**src/rtl/debounce_pkg.sv**
```systemverilog
// Shared constants and helpers for the input-conditioning blocks (debouncers, synchronisers).
package debounce_pkg;

   localparam int DEF_DELAY       = 1000000;
   localparam int DEF_SYNC_STAGES = 2;

   // Per-channel registered outputs, bundled so the top can fan them out by field.
   typedef struct packed {
      logic clean;
      logic rise;
      logic fall;
      logic busy;
   } chan_out_t;

   function automatic int clog2(input int v);
      int r;
      r = 0;
      while ((64'd1 << r) < 64'(v)) r++;
      return r;
   endfunction

   // A DELAY of 0 still needs a one-bit counter to compare against.
   function automatic int cnt_width(input int delay);
      int w;
      w = clog2(delay + 1);
      return (w < 1) ? 1 : w;
   endfunction

endpackage

```
**src/rtl/debounce_multi_if.sv**
```systemverilog
// Raw-input / debounced-output bundle between board pins and the debouncer.
interface debounce_multi_if #(parameter int N = 8);

   logic [N-1:0] noisy;
   logic [N-1:0] clean;
   logic [N-1:0] rise;
   logic [N-1:0] fall;
   logic [N-1:0] busy;

   modport master (output noisy, input clean, input rise, input fall, input busy);
   modport slave  (input noisy, output clean, output rise, output fall, output busy);

endinterface

```
**src/rtl/debounce_chan.sv**
```systemverilog
// One debounce channel: synchroniser chain, candidate level, stability counter, clean level and edge pulses.
module debounce_chan
   import debounce_pkg::*;
#(
   parameter int DELAY       = DEF_DELAY,
   parameter int SYNC_STAGES = DEF_SYNC_STAGES,
   parameter bit INIT        = 1'b0
) (
   input  logic      clock,
   input  logic      reset,
   input  logic      noisy,
   output chan_out_t st
);

   localparam int            CW   = cnt_width(DELAY);
   localparam logic [CW-1:0] CMAX = CW'(DELAY);

   logic [SYNC_STAGES-1:0] sync;
   logic                   cand;
   logic                   clean_q;
   logic                   rise_q;
   logic                   fall_q;
   logic [CW-1:0]          cnt;
   logic                   s;

   assign s = sync[SYNC_STAGES-1];

   always_ff @(posedge clock) begin
      if (reset) begin
         sync    <= {SYNC_STAGES{INIT}};
         cand    <= INIT;
         clean_q <= INIT;
         cnt     <= '0;
         rise_q  <= 1'b0;
         fall_q  <= 1'b0;
      end else begin
         sync   <= {sync[SYNC_STAGES-2:0], noisy};
         rise_q <= 1'b0;
         fall_q <= 1'b0;
         // Any change of the synchronised level restarts qualification.
         if (s != cand) begin
            cand <= s;
            cnt  <= '0;
         end else if (cnt == CMAX) begin
            if (clean_q != cand) begin
               clean_q <= cand;
               rise_q  <= cand;
               fall_q  <= ~cand;
            end
         end else begin
            cnt <= cnt + CW'(1);
         end
      end
   end

   assign st = '{clean: clean_q, rise: rise_q, fall: fall_q, busy: cand ^ clean_q};

endmodule

```
**src/rtl/debounce_multi.sv**
```systemverilog
// N independent debounce channels sharing one DELAY / SYNC_STAGES setting.
module debounce_multi
   import debounce_pkg::*;
#(
   parameter int           N           = 8,
   parameter int           DELAY       = DEF_DELAY,
   parameter int           SYNC_STAGES = DEF_SYNC_STAGES,
   parameter logic [N-1:0] INIT        = '0
) (
   input  logic             clock,
   input  logic             reset,
   debounce_multi_if.slave  bus
);

   chan_out_t [N-1:0] st;

   generate
      for (genvar i = 0; i < N; i++) begin : g_chan
         debounce_chan #(
            .DELAY       (DELAY),
            .SYNC_STAGES (SYNC_STAGES),
            .INIT        (INIT[i])
         ) u_chan (
            .clock (clock),
            .reset (reset),
            .noisy (bus.noisy[i]),
            .st    (st[i])
         );
      end
   endgenerate

   always_comb begin
      bus.clean = '0;
      bus.rise  = '0;
      bus.fall  = '0;
      bus.busy  = '0;
      for (int i = 0; i < N; i++) begin
         bus.clean[i] = st[i].clean;
         bus.rise[i]  = st[i].rise;
         bus.fall[i]  = st[i].fall;
         bus.busy[i]  = st[i].busy;
      end
   end

endmodule

```
**src/flat_wrapper.sv**
```systemverilog
// flat-port wrapper written by rule: the top's interface ports become plain ports
module debounce_multi_flat import debounce_pkg::*;
#(
   parameter int           N           = 8,
   parameter int           DELAY       = DEF_DELAY,
   parameter int           SYNC_STAGES = DEF_SYNC_STAGES,
   parameter logic [N-1:0] INIT        = '0
)
  (clock, reset, bus_noisy, bus_clean, bus_rise, bus_fall, bus_busy);
  debounce_multi_if #(.N(N)) bus_i ();
  input  logic clock;
  input  logic reset;
  input wire logic [$bits(bus_i.noisy)-1:0] bus_noisy;
  output wire logic [$bits(bus_i.clean)-1:0] bus_clean;
  output wire logic [$bits(bus_i.rise)-1:0] bus_rise;
  output wire logic [$bits(bus_i.fall)-1:0] bus_fall;
  output wire logic [$bits(bus_i.busy)-1:0] bus_busy;
  assign bus_i.noisy = bus_noisy;
  assign bus_clean = bus_i.clean;
  assign bus_rise = bus_i.rise;
  assign bus_fall = bus_i.fall;
  assign bus_busy = bus_i.busy;
  debounce_multi #(.N(N), .DELAY(DELAY), .SYNC_STAGES(SYNC_STAGES), .INIT(INIT)) u_core (.clock(clock), .reset(reset), .bus(bus_i));
endmodule
```
**config.mk**
```make
export PLATFORM = sky130hd
export DESIGN_NAME = debounce_multi_flat
export DESIGN_NICKNAME = d
export VERILOG_FILES = /design/src/rtl/debounce_pkg.sv /design/src/rtl/debounce_multi_if.sv /design/src/rtl/debounce_chan.sv /design/src/rtl/debounce_multi.sv /design/src/flat_wrapper.sv
export SDC_FILE = /design/constraint.sdc
export NUM_CORES = 1
export LEC_CHECK = 0
export CORE_MARGIN = 2
export CORE_UTILIZATION = 56
export DETAILED_ROUTE_END_ITERATION = 16
export PLACE_DENSITY = 0.76
export SYNTH_ARGS = -nofsm -noshare
export SYNTH_HDL_FRONTEND = slang
export SYNTH_HIERARCHICAL = 1
export SYNTH_SLANG_ARGS = --single-unit
```
**constraint.sdc**
```tcl
create_clock -name clock -period 2.4 [get_ports clock]
set_input_delay 0.48 -clock clock [delete_from_list [all_inputs] [get_ports clock]]
set_output_delay 0.48 -clock clock [all_outputs]
set_load 0.02 [all_outputs]
```
Word-level counts from Yosys, hierarchy flattened. Cells that the tools add are included. Widths: inputs -> output; s select.

Word-level logic and storage cells: 144. Register bits after elaboration: 208. Output and inout port bits: 32.

Add/sub/neg operators: 8. Bitwise gates (word level): 40. Reduce and logical (&&, ||, !) cells: 24. Eq/ne operators: 24.

Operators by type and width (count): $add 20x1->20 const B (8); $eq 20x20->1 const B (8); $not 1->1 (32); $reduce_or 4->1 (8); $reduce_and 3->1 (8); $ne 1x1->1 (16); $reduce_or 2->1 (8); $xor 1x1->1 (8).

Depth between registers and ports, before layout. Gate-level depths: netlist of the first run.

Depth in word-level cells: 3. Depth in mapped cells: 6. Depth with buffers taken out: 6.

By module. Netlist of the first run, hierarchy kept.

Modules (own cells, without submodules): debounce_chan at u_core.g_chan[0].u_chan ... (times used 7, sequential area each 520.5 µm², cells an instance 135, area each 1238.7 µm²); debounce_chan at u_core.g_chan[7].u_chan (times used 1, sequential area each 520.5 µm², cells an instance 139, area each 1227.4 µm²).

Worst setup path after synthesis of the first run. No wires, ideal clock.

Path type: register to register. Start: register u_core.g_chan[7].u_chan.cnt[0]. End: register u_core.g_chan[7].u_chan.cnt[18]. Clock period less this slack: 1.644 ns. Cell stages (with the launch flop): 6. Library setup time: 0.070 ns. Arrival time: 1.574 ns. Slack: 0.756 ns. Cell sequence: dfxtp_1 > ha_1 > nand2_1 > or3_4 > or4_1 > a21oi_1.

Cells in the longest elaborated chain, start to end: 1. Elaborated cells between the ends (all ways): 2. Those cells by class: add/sub (1); eq/ne (1).

Ends and longest elaborated chain: start: declaration (RTL line debounce_chan.sv:23) `logic [CW-1:0] cnt;`; start signal: assignment (RTL line debounce_chan.sv:51) `cnt <= cnt + CW'(1);`; $add 20x1->20 or $eq 20x20->1 (tied branches) (RTL line debounce_chan.sv:51, debounce_chan.sv:44).

Parallel ways exist; a longest one is shown, timed or not. A chain may end at the register's enable or synchronous reset.

Worst setup path in the final report of the first run.
Start: register u_core.g_chan[7].u_chan.cand. End: output bus_busy[7].

Cells in the longest elaborated chain, start to end: 1.

Ends and longest elaborated chain: start: declaration (RTL line debounce_chan.sv:19) `logic cand;`; start signal: assignment (RTL line debounce_chan.sv:42) `cand <= s;`; $xor 1x1->1 (RTL line debounce_chan.sv:56) `assign st = '{clean: clean_q, rise: rise_q, fall: fall_q, busy: cand ^ clean_q};`; end: declaration (RTL line flat_wrapper.sv:17) `output wire logic [$bits(bus_i.busy)-1:0] bus_busy;`.

Every way passes these cells.

==> results.cfg, run 1 <==
[power]
static-leakage-power_nw = 3.92
power_density_nw_per_um2 = 672
worst_ir_drop_vdd_mv = 0.566

[layout]
antennaDiodeCount = 0
share_of_layout_cells_above_drive_strength_1_pct = 8.77
final_nets = 1131
final_util_pct = 63.7
layout.cells.most_common = sky130_fd_sc_hd__dfxtp_1
area_delta_synth_final_pct = 11.4
most-common-layout-cells = sky130_fd_sc_hd__dfxtp_1, sky130_fd_sc_hd__nor2_1, sky130_fd_sc_hd__xor2_1, sky130_fd_sc_hd__nand3_1, sky130_fd_sc_hd__a21oi_1

[setup_path]
critPathCaptureType = primary output
worstPathBufferInverterCount = 1
cells_along_the_critical_path = xor2_1 > clkdlybuf4s50_1
startpoint_type = register
critPathTopFamily = buffers and inverters
path_class = register to primary output
cp_max_fo = 6
cpMaxStageDelayCell = sky130_fd_sc_hd__clkdlybuf4s50_1
crit_required_ps = 1920
arrival_ps = 1770
crit_path_max_incr_delay_ps = 640

[routing]
total_wire_length_um = 18600
routed-via-count = 7651
drtIter0Drc = 304
vias_per_cell = 5.70
wl_met3_um = 562
number_of_detailed_routing_iterations_run_before_antenna_repair = 7
wl_met2_um = 8750
drc_markers = 0
post_detailed_route_count_of_antenna_violating_nets = 0
dr.max_layer_used = met4
route.layer.met1.wl_um = 8950
routedWlPerCell_um = 13.9

[run_status]
run_status = finished clean

[synthesis]
synth_edf_count = 0
async_s_r_ff_share_synth_pct = 0
leading_register_cell_type_out_of_synthesis = sky130_fd_sc_hd__dfxtp_1
syn-num-nets = 1110
count_of_mapped_cells_out_of_synthesis = 1084
yosysWarningCount = 6
number_of_unique_standard_cell_types_used_by_synthesis = 42
post_synthesis_sequential_area_ratio_pct = 42.1
ys_ff_latch = 208
syn_area_per_cell_um2 = 9.13
mappedNetlistArea_um2 = 9900

[placement]
buffer_ports.inserted = 41
post-dp-hpwl_um = 12900
globalplace.congestion = 0.817

[grt]
via_count_of_the_first_global_routing_pass = 7134
globalRoute.totalOverflow = 0
grt.total_usage_pct = 19.8
number_of_antenna_violations_at_the_first_check_in_global_routing = 0
grt_first_pass_wirelength_um = 31600
grt_start_max_net_pins = 23

[cts]
cts.clk_slew.worst_paths_ps = 60
cts_post_setup_buffers_inserted = 0
cts_sinks = 208
cell_at_the_root_of_the_clock_tree = sky130_fd_sc_hd__clkbuf_16
h-tree-depth = 1
post_cts.resized_instances = 0
tritoncts = built
clk_latency_ps = 490
clk_path_buf_depth = 3
holdBufCountCts = 0
tritoncts.num_buffers = 22

[timing]
tightest_slew_ps = 646
final-hold-violation-count = 0
finalWorstPathRequiredPeriod_ps = 2250
count_of_final_setup_violators = 0
layout_worst_path_cycle_share_pct = 93.7
setup_repair_after_global_routing_missed_its_margin = false
fin_worst_skew_ps = 7.59
slew_viol_final = 0
max_freq_mhz = 445
final.hold.worst_slack_ps = 405
max-slew-margin-rel_pct = 56.5
setup_total_negative_slack_ps = 0

[flow_run]
drv_cap = 0

[floorplanning]
floorplan.die.height_um = 137
initial_core_utilization_pct = 57.2
io-pin-count = 42
die_w_um = 137
rows = 48
design.die.area_um2 = 18800
core_um2 = 17300

[worst_hold_path]
min_path_type = input port to register
## stage by stage
step | cells | worst slack [ps] | power [mW] | instance area [um2]
floorplan | 1084 | 756 | 3.99 | 9900
global placement | 1306 | 597 | 4.14 | 10300
detailed placement | 1306 | 570 | 4.16 | 10300
CTS | 1342 | 137 | 7.51 | 11000
global route | 1342 | 69.0 | 7.69 | 11000
finish | 1342 | 150 | 7.41 | 11000
## sequential cells by signal (all words and copies together), names as in the netlist
signal / cells
u_core/g_chan.u_chan/sync: 16
u_core/g_chan.u_chan/clean_q: 8
u_core/g_chan.u_chan/cnt: 160
u_core/g_chan.u_chan/cand: 8
u_core/g_chan.u_chan/fall_q: 8
u_core/g_chan.u_chan/rise_q: 8
## worst register-to-register path, cell delays in order, from the launching register on
cell,delay [ps]
sky130_fd_sc_hd__dfxtp_1,340
sky130_fd_sc_hd__inv_1,100
sky130_fd_sc_hd__ha_1,160
sky130_fd_sc_hd__nor4bb_1,550
sky130_fd_sc_hd__nand3_1,220
sky130_fd_sc_hd__o21ai_0,250
sky130_fd_sc_hd__a21oi_1,100
## layer usage
metal	track usage [%]	up-vias
met4	6.53	0
met3	3.00	29
met1	25.6	3586
li1	-	3931
met5	0	-
met2	33.7	105
## cells by family (layout without fill, tap and decap cells)
logic type / after synthesis / after routing / synth area share, %
AND/OR/NAND/NOR: 499 / 499 / 31.8
flip-flops: 208 / 208 / 42.1
AO/OA/AOI/OAI: 139 / 139 / 8.58
XOR/XNOR: 111 / 111 / 9.82
buffers and inverters: 111 / 144 / 5.73
adder cells (fa/ha/maj): 16 / 16 / 2.02
## layout make-up
cell class,count,area (um2)
fillers,1440,6270
well taps,225,282
clock inverters,6,80.1
multi-input cells,765,5170
flip-flops and latches,208,4160
clock buffers,30,632
repair buffers,52,488
inverters,56,210
## final timing paths
path                                                       from                               to  slack (ps)  depth (start not counted)
worst max-delay path               u_core/g_chan[7].u_chan/cand                      bus_busy[7]         150                          2
worst min-delay path                                      reset  u_core/g_chan[0].u_chan/sync[0]         410                          2
worst max register to register   u_core/g_chan[2].u_chan/cnt[0]   u_core/g_chan[2].u_chan/cnt[1]         570                          6
worst min register to register  u_core/g_chan[5].u_chan/sync[0]  u_core/g_chan[5].u_chan/sync[1]         430                          1
## Yosys cell counts (24+ instances only)
cell                      number  share of area (%)
sky130_fd_sc_hd__nand2_1      49                1.9
sky130_fd_sc_hd__buf_4        24                1.8
sky130_fd_sc_hd__a21oi_1      64                3.2
sky130_fd_sc_hd__nand4_1      46                2.9
sky130_fd_sc_hd__nor4_1       32                2.0
sky130_fd_sc_hd__inv_1        56                2.1
sky130_fd_sc_hd__nand3_1      64                3.2
sky130_fd_sc_hd__nor2b_1      25                1.6
sky130_fd_sc_hd__nor2_1       96                3.6
sky130_fd_sc_hd__xor2_1       89                7.9
sky130_fd_sc_hd__dfxtp_1     208                 42
sky130_fd_sc_hd__o21ai_0      28                1.4
## power by group
group | leakage [nW] | switching (mW) | internal (mW) | total, mW
clock | 0.354 | 1.29 | 2.04 | 3.33
sequential | 1.68 | 0.0953 | 3.53 | 3.62
combinational | 1.88 | 0.247 | 0.211 | 0.458
total | 3.92 | 1.63 | 5.78 | 7.41
Note: power is estimated with default switching activity, not from simulation.
==> inputs of run 2 (changes only) <==
- CELL_PAD_IN_SITES_DETAIL_PLACEMENT: not set -> 1
- CELL_PAD_IN_SITES_GLOBAL_PLACEMENT: not set -> 2
- CORE_UTILIZATION: 56 -> 42
- PLACE_DENSITY: 0.76 -> 0.88
- SKIP_CTS_REPAIR_TIMING: not set -> 1
==> run 2 against run 1 <==
Compared with the run above: non-clock buffer count did not move; clock power rose by 11%; global-route usage fell by 2.7 points; largest power group is now the clock network.
==> results.cfg, run 2 (synthesis results as in run 1) <==
[layout]
layout.cells.most_common = sky130_fd_sc_hd__dfxtp_1
final_nets = 1134
antennaDiodeCount = 0
share_of_layout_cells_above_drive_strength_1_pct = 9.20
area_delta_synth_final_pct = 13.5
most-common-layout-cells = sky130_fd_sc_hd__dfxtp_1, sky130_fd_sc_hd__nor2_1, sky130_fd_sc_hd__xor2_1, sky130_fd_sc_hd__nand3_1, sky130_fd_sc_hd__a21oi_1
registers.top_by_ff_count = u_core/g_chan.u_chan/cnt
largest_reg_flops = 160
fill_cells = 2666
layout_top_registers = u_core/g_chan.u_chan/cnt (160), u_core/g_chan.u_chan/sync (16)

[routing]
post_detailed_route_count_of_antenna_violating_nets = 0
vias_per_cell = 5.37
routed-via-count = 7724
total_wire_length_um = 21000
drtIter0Drc = 287
drc_markers = 0
number_of_detailed_routing_iterations_run_before_antenna_repair = 4
routedWlPerCell_um = 14.6

[flow_run]
drv_cap = 0

[grt]
grt_use_met3_pct = 2.73
grt_start_max_net_pins = 23
globalRoute.totalOverflow = 0
grt.total_usage_pct = 17.1
grt_first_pass_wirelength_um = 36100
grt_busiest_layer = met2
number_of_antenna_violations_at_the_first_check_in_global_routing = 0
via_count_of_the_first_global_routing_pass = 7729
grt.met1_usage_pct = 21.9
met2_usage_pct = 30.1

[setup_path]
arrival_ps = 1790
path_class = register to primary output
crit_required_ps = 1920
r2r_start = u_core/g_chan[7].u_chan/cnt[2]
startpoint_type = register
worst_r2r_path_depth = 4
cp_max_fo = 6
timing.reg2reg.setup_slack_ps = 470
critPathCaptureType = primary output
worst_r2r_endpoint = u_core/g_chan[7].u_chan/cnt[19]

[floorplanning]
floorplan.die.height_um = 158
design.die.area_um2 = 24800
initial_core_utilization_pct = 42.4
rows = 56
die_w_um = 158
io-pin-count = 42
core_um2 = 23300

[timing]
max-slew-margin-rel_pct = 54.1
setup_total_negative_slack_ps = 0
tightest_slew_ps = 683
count_of_final_setup_violators = 0
setup_repair_after_global_routing_missed_its_margin = false
slew_viol_final = 0
final.hold.worst_slack_ps = 379
finalWorstPathRequiredPeriod_ps = 2270
fin_worst_skew_ps = 6.00
layout_worst_path_cycle_share_pct = 94.5
final-hold-violation-count = 0
max_freq_mhz = 441

[cts]
cell_at_the_root_of_the_clock_tree = sky130_fd_sc_hd__clkbuf_16
clk_path_buf_depth = 3
tritoncts = built
cts_sinks = 208
tritoncts.num_buffers = 25
cts.clk_slew.worst_paths_ps = 50
h-tree-depth = 1
clk_latency_ps = 510

[power]
power_density_nw_per_um2 = 691
static-leakage-power_nw = 3.97
worst_ir_drop_vdd_mv = 0.416

[placement]
post-dp-hpwl_um = 14500
globalplace.congestion = 0.723
buffer_ports.inserted = 41

[run_status]
run_status = finished clean

[worst_hold_path]
timing.hold.worst_endpoint = u_core/g_chan[5].u_chan/sync[0]
startpoint_of_the_worst_hold_path = reset
hold-path-cell-count = 2
min_path_type = input port to register
-- run 2: layer usage --
layer | up-vias | routed length [um]
li1 | 3921 | -
met1 | 3725 | 10100
met2 | 53 | 10000
met3 | 25 | 491
met4 | 0 | 373
met5 | - | 0
-- run 2: stage by stage --
stage,instances,util [%],instance area [um2],total power [mW],setup slack (ps)
2_1_floorplan,1084,-,9900,3.99,756
3_3_place_gp,1400,44.8,10400,4.15,537
3_5_place_dp,1400,44.8,10400,4.17,493
4_1_cts,1439,48.2,11200,7.92,86.4
5_1_grt,1439,48.2,11200,8.11,20.5
6_report,1439,48.2,11200,7.77,133
-- run 2: worst max-delay path by stage --
stage | startpoint | to | slack [ps] | cells past startpoint
CTS | u_core/g_chan[4].u_chan/cand | bus_busy[4] | 90 | 2
detailed placement | u_core/g_chan[7].u_chan/cnt[2] | u_core/g_chan[7].u_chan/cnt[19] | 490 | 4
floorplan | u_core/g_chan[7].u_chan/cnt[0] | u_core/g_chan[7].u_chan/cnt[18] | 760 | 5
finish | u_core/g_chan[4].u_chan/cand | bus_busy[4] | 130 | 2
global placement | u_core/g_chan[7].u_chan/cnt[2] | u_core/g_chan[7].u_chan/cnt[19] | 540 | 4
global route | u_core/g_chan[7].u_chan/cand | bus_busy[7] | 20 | 2
-- run 2: critical path, cell delays in order, from the launching register on --
cell                              delay, ps
sky130_fd_sc_hd__dfxtp_1                470
sky130_fd_sc_hd__xor2_1                 190
sky130_fd_sc_hd__clkdlybuf4s50_1        620
-- run 2: report_power, final --
group	total, mW	leakage (nW)	internal, mW	switching (mW)
combinational	0.465	1.88	0.215	0.250
clock	3.68	0.397	2.27	1.40
sequential	3.62	1.68	3.53	0.0968
-- run 2: area by class of cell --
class | instances | area, um2 | share of cell area [%]
Tap cell | 319 | 399 | 3.55
Inverter | 56 | 210 | 1.87
Multi-Input combinational cell | 765 | 5170 | 46.0
Sequential cell | 208 | 4160 | 37.1
Clock inverter | 6 | 80.1 | 0.713
Clock buffer | 33 | 716 | 6.37
Timing Repair Buffer | 52 | 500 | 4.45
